===== src/rtl/ife_pkg.sv =====
// Shared types for the IFE-to-core block dispatch path.
package ife_pkg;

  localparam int ID_W = 8;

  typedef logic [3:0][31:0] block_data_t;

  typedef struct packed {
    logic [ID_W-1:0] id;
    block_data_t     data;
    logic            par;
    logic            pair;
  } disp_entry_t;

endpackage


===== src/rtl/dispatch_fifo.sv =====
// Two-write / two-read circular buffer of dispatch entries.
// Exposes head, head+1 and occupancy.
module dispatch_fifo #(
  parameter int  DEPTH   = 4,
  parameter type entry_t = ife_pkg::disp_entry_t
) (
  input  logic                   clk,
  input  logic                   rst,
  input  logic [1:0]             wr_cnt_i,
  input  entry_t                 wr0_i,
  input  entry_t                 wr1_i,
  input  logic [1:0]             rd_cnt_i,
  output entry_t                 head_o,
  output entry_t                 head1_o,
  output logic [$clog2(DEPTH):0] count_o
);

  localparam int AW = $clog2(DEPTH);
  localparam int CW = AW + 1;

  entry_t        mem_q [DEPTH];
  logic [AW-1:0] wp_q, wp_d;
  logic [AW-1:0] rp_q, rp_d;
  logic [AW-1:0] wp1, rp1;
  logic [CW-1:0] cnt_q, cnt_d;

  assign wp1 = wp_q + AW'(1);
  assign rp1 = rp_q + AW'(1);

  always_comb begin
    wp_d  = wp_q + AW'(wr_cnt_i);
    rp_d  = rp_q + AW'(rd_cnt_i);
    cnt_d = cnt_q + CW'(wr_cnt_i) - CW'(rd_cnt_i);
  end

  always_ff @(posedge clk) begin
    if (rst) begin
      wp_q  <= '0;
      rp_q  <= '0;
      cnt_q <= '0;
    end else begin
      wp_q  <= wp_d;
      rp_q  <= rp_d;
      cnt_q <= cnt_d;
    end
  end

  // Payload storage needs no reset; count gates every use of it.
  always_ff @(posedge clk) begin
    if (!rst) begin
      if (wr_cnt_i != 2'd0) mem_q[wp_q] <= wr0_i;
      if (wr_cnt_i == 2'd2) mem_q[wp1]  <= wr1_i;
    end
  end

  assign head_o  = mem_q[rp_q];
  assign head1_o = mem_q[rp1];
  assign count_o = cnt_q;

endmodule


===== src/rtl/block_dispatcher.sv =====
// Buffers IFE blocks and issues them round-robin to free nebula cores.
// DISPATCH_STATS_EN adds per-core saturating issue counters (issue_count).
module block_dispatcher #(
  parameter int NUM_CORES  = 3,
  parameter int FIFO_DEPTH = 4,
  parameter int ID_W       = ife_pkg::ID_W
) (
  input  logic                             clk,
  input  logic                             rst,
  input  logic                             serial_valid,
  input  logic [ID_W-1:0]                  serial_block_id,
  input  logic [3:0][31:0]                 serial_block_data,
  input  logic [1:0]                       par_valid,
  input  logic [ID_W-1:0]                  par_block_id,
  input  logic [1:0][3:0][31:0]            par_block_data,
  output logic                             in_ready,
  input  logic [NUM_CORES-1:0]             core_busy,
  output logic [NUM_CORES-1:0]             block_valid,
  output logic [NUM_CORES-1:0][3:0][31:0]  block_data,
  output logic [NUM_CORES-1:0][ID_W-1:0]   block_id,
  output logic [$clog2(FIFO_DEPTH):0]      fifo_count,
  output logic                             drop_err
`ifdef DISPATCH_STATS_EN
  ,
  output logic [NUM_CORES-1:0][15:0]       issue_count
`endif
);

  import ife_pkg::*;

  localparam int CW = $clog2(FIFO_DEPTH) + 1;
  localparam int PW = $clog2(NUM_CORES);

  typedef struct packed {
    logic [ID_W-1:0] id;
    block_data_t     data;
    logic            par;
    logic            pair;
  } entry_t;

  entry_t     wr0, wr1, head, head1;
  logic [1:0] wr_cnt, rd_cnt;
  logic       any_in, drop;
  logic       head_v;
  logic       unused_ok;

  logic [NUM_CORES-1:0]            elig, issue;
  logic [NUM_CORES-1:0]            valid_q;
  logic [NUM_CORES-1:0][3:0][31:0] data_q;
  logic [NUM_CORES-1:0][ID_W-1:0]  id_q;
  logic                            drop_q;
  logic [PW-1:0]                   rr_q, rr_d;
  logic [PW-1:0]                   c0, c1;
  logic                            f0, f1;
  logic [PW:0]                     idx;

  function automatic logic [PW-1:0] rr_next(input logic [PW-1:0] c);
    return (c == PW'(NUM_CORES - 1)) ? '0 : c + PW'(1);
  endfunction

  dispatch_fifo #(
    .DEPTH   (FIFO_DEPTH),
    .entry_t (entry_t)
  ) u_fifo (
    .clk      (clk),
    .rst      (rst),
    .wr_cnt_i (wr_cnt),
    .wr0_i    (wr0),
    .wr1_i    (wr1),
    .rd_cnt_i (rd_cnt),
    .head_o   (head),
    .head1_o  (head1),
    .count_o  (fifo_count)
  );

  assign any_in   = serial_valid | (|par_valid);
  assign in_ready = fifo_count <= CW'(FIFO_DEPTH - 2);
  assign head_v   = fifo_count != '0;

  always_comb begin
    wr0    = '0;
    wr1    = '0;
    wr_cnt = 2'd0;
    drop   = 1'b0;
    priority case (1'b1)
      !in_ready: drop = any_in;
      serial_valid: begin
        wr0    = '{id: serial_block_id, data: serial_block_data,
                   par: 1'b0, pair: 1'b0};
        wr_cnt = 2'd1;
        drop   = |par_valid;
      end
      par_valid[0]: begin
        wr0    = '{id: par_block_id, data: par_block_data[0],
                   par: 1'b1, pair: par_valid[1]};
        wr1    = '{id: par_block_id, data: par_block_data[1],
                   par: 1'b1, pair: 1'b0};
        wr_cnt = par_valid[1] ? 2'd2 : 2'd1;
      end
      par_valid[1]: begin
        wr0    = '{id: par_block_id, data: par_block_data[1],
                   par: 1'b1, pair: 1'b0};
        wr_cnt = 2'd1;
      end
      default: ;
    endcase
  end

  // A core that was just issued to may not have raised busy yet.
  assign elig = ~core_busy & ~valid_q;

  always_comb begin
    f0  = 1'b0;
    f1  = 1'b0;
    c0  = '0;
    c1  = '0;
    idx = '0;
    for (int i = 0; i < NUM_CORES; i++) begin
      idx = {1'b0, rr_q} + (PW+1)'(i);
      if (idx >= (PW+1)'(NUM_CORES))
        idx = idx - (PW+1)'(NUM_CORES);
      if (elig[idx[PW-1:0]]) begin
        if (!f0) begin
          f0 = 1'b1;
          c0 = idx[PW-1:0];
        end else if (!f1) begin
          f1 = 1'b1;
          c1 = idx[PW-1:0];
        end
      end
    end
  end

  always_comb begin
    issue  = '0;
    rd_cnt = 2'd0;
    rr_d   = rr_q;
    if (head_v) begin
      if (head.pair) begin
        if (f1) begin
          issue[c0] = 1'b1;
          issue[c1] = 1'b1;
          rd_cnt    = 2'd2;
          rr_d      = rr_next(c1);
        end
      end else if (f0) begin
        issue[c0] = 1'b1;
        rd_cnt    = 2'd1;
        rr_d      = rr_next(c0);
      end
    end
  end

  always_ff @(posedge clk) begin
    if (rst) begin
      rr_q    <= '0;
      valid_q <= '0;
      data_q  <= '0;
      id_q    <= '0;
      drop_q  <= 1'b0;
    end else begin
      rr_q    <= rr_d;
      valid_q <= issue;
      drop_q  <= drop_q | drop;
      for (int c = 0; c < NUM_CORES; c++) begin
        if (issue[c]) begin
          if (head.pair && PW'(c) == c1) begin
            data_q[c] <= head1.data;
            id_q[c]   <= head1.id;
          end else begin
            data_q[c] <= head.data;
            id_q[c]   <= head.id;
          end
        end
      end
    end
  end

  assign block_valid = valid_q;
  assign block_data  = data_q;
  assign block_id    = id_q;
  assign drop_err    = drop_q;
  assign unused_ok   = ^{head.par, head1.par, head1.pair};

`ifdef DISPATCH_STATS_EN
  logic [NUM_CORES-1:0][15:0] stat_q;

  always_ff @(posedge clk) begin
    if (rst) begin
      stat_q <= '0;
    end else begin
      for (int c = 0; c < NUM_CORES; c++) begin
        if (issue[c] && stat_q[c] != 16'hFFFF)
          stat_q[c] <= stat_q[c] + 16'd1;
      end
    end
  end

  assign issue_count = stat_q;
`endif

endmodule

===== config.mk =====
export PLATFORM = sky130hd
export DESIGN_NAME = block_dispatcher
export DESIGN_NICKNAME = d
export VERILOG_FILES = /design/src/rtl/ife_pkg.sv /design/src/rtl/dispatch_fifo.sv /design/src/rtl/block_dispatcher.sv
export SDC_FILE = /design/constraint.sdc
export NUM_CORES = 2
export LEC_CHECK = 0
export ABC_AREA = 1
export CAP_MARGIN = 20
export CORE_AREA = 2 2 322 324
export DETAILED_ROUTE_END_ITERATION = 8
export DIE_AREA = 0 0 324 326
export PLACE_DENSITY = 0.78
export SLEW_MARGIN = 20
export SYNTH_ARGS = -nofsm -noshare
export SYNTH_HDL_FRONTEND = slang
export SYNTH_SLANG_ARGS = --single-unit

===== constraint.sdc =====
create_clock -name clk -period 10.35 [get_ports clk]
set_input_delay 1.5525 -clock clk [delete_from_list [all_inputs] [get_ports clk]]
set_output_delay 1.5525 -clock clk [all_outputs]
set_load 0.05 [all_outputs]

## Word level (Yosys, flattened, before mapping)

Memories as Yosys holds them, arrays and structs flattened. A register that Yosys moved wholly into a read port is not among the register bits.
Index checks and enable logic that the tools add are counted.
Widths: inputs -> output; s select.

- Mux-type cells: 70
- $add $sub $neg: 13
- $lt $le $gt $ge: 11
- Bitwise operators: 6
- Reduce and logical (&&, ||, !) cells: 11
- Eq/ne operators: 6

Operator list:

| operator | count |
|---|---|
| $mux 138 | 7 |
| $mux 128 | 3 |
| $mux 2 | 26 |
| $mux 8 | 3 |
| $mux 1 | 22 |
| $lt 2x3->1 const B | 5 |
| $mux 3 | 4 |
| $add 2x1->2 const B | 4 |
| $bmux 1 s2 | 3 |
| $eq 2x2->1 const B | 3 |
| $ge 3x2->1 const B | 2 |
| $not 3->3 | 2 |
| $sub 2x2->2 const B | 3 |
| $logic_and 1x1->1 | 5 |
| $add 2x2->2 | 2 |
| $demux 1 s2 | 2 |
| $ge 2x1->1 const B | 2 |
| $reduce_bool 2->1 | 2 |
| $add 2x1->3 const B | 1 |
| $add 2x2->3 const B | 1 |
| $add 3x2->3 | 1 |
| $and 3x3->3 | 1 |
| $le 3x2->1 const B | 1 |
| $or 3x3->3 | 1 |
| 10 further kinds | 11 |

- Bits in writable memories: 552
- Register bits: 421
- Logic and storage cells: 139
- Memories: 1

Memory list:

| name | depth | width | read ports | clocked after Yosys merged registers in | write ports | line | text |
|---|---|---|---|---|---|---|---|
| u_fifo.mem_q | 4 | 138 | 2 | 1 | 2 | dispatch_fifo.sv:21 | `entry_t mem_q [DEPTH];` |

## Longest topological paths before layout

- Depth after elaboration: 18
- Gate-level depth with buffers: 19
- Gate-level depth less buffers: 18

## Modules after synthesis

Synthesis repeated with hierarchy kept, for this count alone.

- Cell total of the unflattened synthesis: 9269
- Area, all modules: 60366.6 um^2

Modules (own cells, without submodules):

| module | instances | cells each | area an instance (um^2) |
|---|---|---|---|
| dispatch_fifo | 1 | 4430 | 33328.2 |
| block_dispatcher | 1 | 4839 | 27038.4 |

## Least setup slack after synthesis

Ideal clock, no wire load.

- Path type: input -> register
- Start: in serial_valid
- End: mem u_fifo.mem_q[0][100] (netlist bit), enable pin
- Cell stages on the path: 10
- Arrival time: 5314 ps
- Setup slack: 3875 ps
- Library setup time: 1161 ps
- Cell sequence: clkbuf_1 > inv_1 > nand3_1 > inv_1 > o21ai_1 > inv_1 > nand2_1 > buf_2 > buf_1 > nand2_1

RTL lines:

| element | line | text |
|---|---|---|
| start, declared | block_dispatcher.sv:10 | `input logic serial_valid,` |
| end, declared | dispatch_fifo.sv:21 |  |

## Final worst setup path

- Start: reg u_fifo.rp_q[0]
- End: reg data_q, in the netlist block_data[227]

- Longest elaborated chain between the ends: 3

RTL lines:

| element | line | text |
|---|---|---|
| start, declared | dispatch_fifo.sv:23 | `logic [AW-1:0] rp_q, rp_d;` |
| start signal, assigned | dispatch_fifo.sv:43 | `rp_q <= rp_d;` |
| $add 2x1->2 | dispatch_fifo.sv:28 | `assign rp1 = rp_q + AW'(1);` |
| $mem_v2 4x138 | n/a |  |
| $mux 128 | block_dispatcher.sv:167 | `if (head.pair && PW'(c) == c1) begin` |
| end signal, assigned by index | block_dispatcher.sv:168 | `data_q[c] <= head1.data;` |
| end signal, assigned by index | block_dispatcher.sv:171 | `data_q[c] <= head.data;` |
| end, declared | block_dispatcher.sv:49 | `logic [NUM_CORES-1:0][3:0][31:0] data_q;` |

No other way between the ends.
A chain may end at the register's enable or synchronous reset.

==> impl_metrics.csv <==
group,metric,value,unit
logic_synthesis,synthMuxAreaShare,0,%
floorplan,rows,118,
logic_synthesis,yosys.cell_types.count,37,
place,dp_hpwl,132,mm
floorplan,num_io_pins,824,
drt,drt_iter0_drc,8496,
clock_network,cts-resized-gates,0,
critical_path,worstSetupPathType,"reg2reg",
logic_synthesis,synth_top_family_by_area,"simple AND/OR/NAND/NOR gates",
drt,vias,57800,
sta,drv_slew,0,
floorplan,die_x,324,µm
grt,antenna_found_initial,6,
logic_synthesis,synth.area.top_cells,"edfxtp_1 (31%), dfxtp_1 (16%), nand2_1 (11%)",
sta,period_share,61.5,%
critical_path,rr_worst_depth,14,
power_and_ir_drop,power.density,374,nW/µm²
drt,routed_wl,226,mm
critical_path,reg2reg_from,"u_fifo.rp_q[0]",
grt,use_met3,10.4,%
grt,use_met2,63.5,%
logic_synthesis,synth_cells,7213,
power_and_ir_drop,p_leak,0.0246,µW
sta,post-route-min-period,6360,ps
critical_path,end_kind,"flop",
drt,drt_first_pass_iters,9,
grt,grt_pass1_vias,54300,
grt,grt_start_max_net_pins,231,
grt,grt_busiest_layer,"met2",
critical_path,worstPathMaxFanout,230,
cells_and_area,syn_to_final_growth,21.7,%
clock_network,clk_pin_slew,60,ps
clock_network,clock_latency,710,ps
logic_synthesis,synth_fp_nets,7630,
critical_path,cp-endpoint,"block_data[227]",
run_status,outcome,"finished, final reports clean",
drt,viasPerCell,6.39,
clock_network,clock_path_buffers,3,
place,dp.cells,8843,
sta,final-setup-viol-count,0,
logic_synthesis,synthSimpleGateAreaFrac,22.7,%
floorplan,die-area,106000,µm²
logic_synthesis,synth_edf_count,544,
logic_synthesis,syn-mean-instance-area,7.38,µm²
cells_and_area,drive_above_1_share,4.24,%
critical_path,critPathArrivalTime,6950,ps
min_path,min_path_type,"reg2reg",
critical_path,r2r-end,"block_data[227]",
grt,use_met1,49.7,%
cells_and_area,multi_input_area,24000,µm²
clock_network,cts-buffers-inserted,103,
logic_synthesis,ys_async_sr_fraction,0,%
cells_and_area,final_nets,7986,
floorplan,initial_core_util,51.8,%
drt,ant_nets,0,
cells_and_area,nFillCells,8850,
clock_network,post_cts_buffers,0,
sta,finalSetupTns,0,ps
logic_synthesis,synth-adder-area-share,0.240,%
grt,track_usage,40.7,%
critical_path,start_kind,"flop",
place,io_buffers,823,
floorplan,die_h,326,µm
grt,grt_overflow_total,0,
cells_and_area,instances_no_fill,9045,
grt,grt_pass1_wl,327,mm
sta,timing.hold.ws,465,ps
sta,slew-limit-headroom,17.7,%
logic_synthesis,synth_xor_area_share,0.0659,%
critical_path,startpoint,"u_fifo.rp_q[0]",
job,drv_cap,0,
clock_network,cts_sinks,969,
logic_synthesis,synth-main-ff-cell,"edfxtp_1",
logic_synthesis,yosysMostFrequentCell,"nand2_1",
logic_synthesis,synth_common_cells,"nand2_1 (1,621), nor2_1 (969), o21ai_0 (887), a21oi_1 (554), edfxtp_1 (544)",
logic_synthesis,ys_seq_area_share,46.7,%
sta,rsz0062_at_grt,"false",
sta,finalHoldViolCount,0,
cells_and_area,seq_area,24900,µm²
sta,max_slew.worst_pin.slew,1230,ps
power_and_ir_drop,power.ir.vdd_worst,401,µV
place,place_congestion,0.892,
clock_network,cts_tree,"done",
clock_network,htree_levels,3,
logic_synthesis,ys_warn_count,0,
drt,wire_per_inst,24.9,µm
clock_network,cts-root-buf,"clkbuf_16",
drt,drc,0,
logic_synthesis,syn_area,53200,µm²
logic_synthesis,yosysTopAreaCell,"edfxtp_1",
critical_path,critPathRequiredTime,10940,ps
sta,max_clock_freq,157,MHz
floorplan,core_area,103000,µm²
logic_synthesis,synth_compound_area_share,21.8,%
logic_synthesis,ys_ff_latch,969,
logic_synthesis,synth_top_area_share,30.7,%
sta,fin_skew,29.6,ps
clock_network,ctsHoldBuffers,0,
critical_path,r2r_slack,3990,ps
==> through the flow <==
step | total power (µW) | worst slack (ps) | util [%] | cell area [µm²]
3_3_place_gp | 19700 | 3830 | 59.7 | 61300
6_report | 24200 | 3990 | 63.1 | 64700
4_1_cts | 23700 | 4210 | 63.0 | 64700
2_1_floorplan | 15300 | 3880 | - | 53200
5_1_grt | 25200 | 3760 | 63.1 | 64700
3_5_place_dp | 19900 | 3740 | 59.7 | 61300
==> where the power goes <==
part           leakage [µW]  switching, µW  internal [µW]  total (µW)
clock               0.00169           1630           2180        3810
combinational        0.0143          10700           3750       14500
sequential          0.00856            689           5230        5920
==> layout make-up <==
type	count	area share, %
multi-input cells	5120	37.1
repair buffers	886	13.5
clock inverters	44	0.555
inverters	489	2.97
clock buffers	152	4.74
diodes	5	0.0193
flip-flops and latches	969	38.4
well taps	1380	2.67
==> routing by layer <==
| metal | vias to the layer above | share of wire (%) |
|---|---|---|
| met5 | - | 0.039 |
| met4 | 6 | 7.0 |
| met3 | 903 | 14 |
| met2 | 4589 | 44 |
| met1 | 26900 | 35 |
| li1 | 25400 | - |
==> cell families (layout without fill, tap and decap cells) <==
logic type,Yosys count,after routing
xor gates and xnor gates,4,4
buffers and inverters,1124,1571
other,0,5
and+or+nand+nor,3017,3017
AOI/OAI and AO/OA,2090,2090
adders and majority gates,9,9
DFF,969,969
==> placed cells by master (no fill, tap or decap), types with 3 or more instances in the layout <==
| cell type | count |
|---|---|
| o22ai_1 | 508 |
| o21ai_0 | 887 |
| nand2_4 | 10 |
| a31o_2 | 40 |
| bufinv_16 | 5 |
| clkinv_2 | 20 |
| clkinv_1 | 10 |
| nor2_4 | 6 |
| clkdlybuf4s50_1 | 821 |
| clkbuf_8 | 15 |
| inv_4 | 5 |
| o21ai_1 | 6 |
| edfxtp_1 | 544 |
| a221oi_1 | 88 |
| buf_12 | 4 |
| nand2_1 | 1611 |
| buf_4 | 59 |
| clkbuf_16 | 110 |
| inv_1 | 468 |
| nor3_2 | 3 |
| nor3_1 | 186 |
| diode_2 | 5 |
| a21oi_1 | 553 |
| nand2_8 | 4 |
| ha_1 | 7 |
| xor2_1 | 4 |
| inv_2 | 5 |
| nand4_1 | 127 |
| inv_6 | 11 |
| nand3_1 | 95 |
| inv_8 | 3 |
| dfxtp_1 | 423 |
| nor2_1 | 966 |
| clkbuf_1 | 25 |
| clkinvlp_4 | 5 |
| a21oi_4 | 3 |
| nand2_2 | 6 |
==> registers in the layout (all words and copies together), names as in the netlist <==
register / flops
drop_err: 1
block_valid: 3
u_fifo.rp_q: 2
rr_q: 2
block_data: 384
u_fifo.count_o: 3
u_fifo.mem_q: 548
block_id: 24
u_fifo.wp_q: 2
==> worst min-delay path by stage <==
stage / start / to / slack, ps / depth (start not counted)
2_1_floorplan: u_fifo.mem_q[1][0] / u_fifo.mem_q[1][0] / 450 / 2
3_5_place_dp: block_data[80] / block_data[80] / 450 / 2
3_3_place_gp: block_data[67] / block_data[67] / 450 / 2
6_report: block_data[52] / block_data[52] / 470 / 2
5_1_grt: block_data[34] / block_data[34] / 480 / 2
4_1_cts: block_data[80] / block_data[80] / 460 / 2
==> critical path, stage by stage, from the launching register on <==
cell	delay [ps]
dfxtp_4	720
clkinv_8	810
o211ai_2	460
nand2_2	220
inv_6	600
nand2_1	210
a21oi_4	320
inv_2	40
nand2_1	170
nand2_1	130
nand2_4	820
inv_6	550
buf_4	580
nor2_1	340
nor2_1	80
Power figures use the tool's default switching activity.
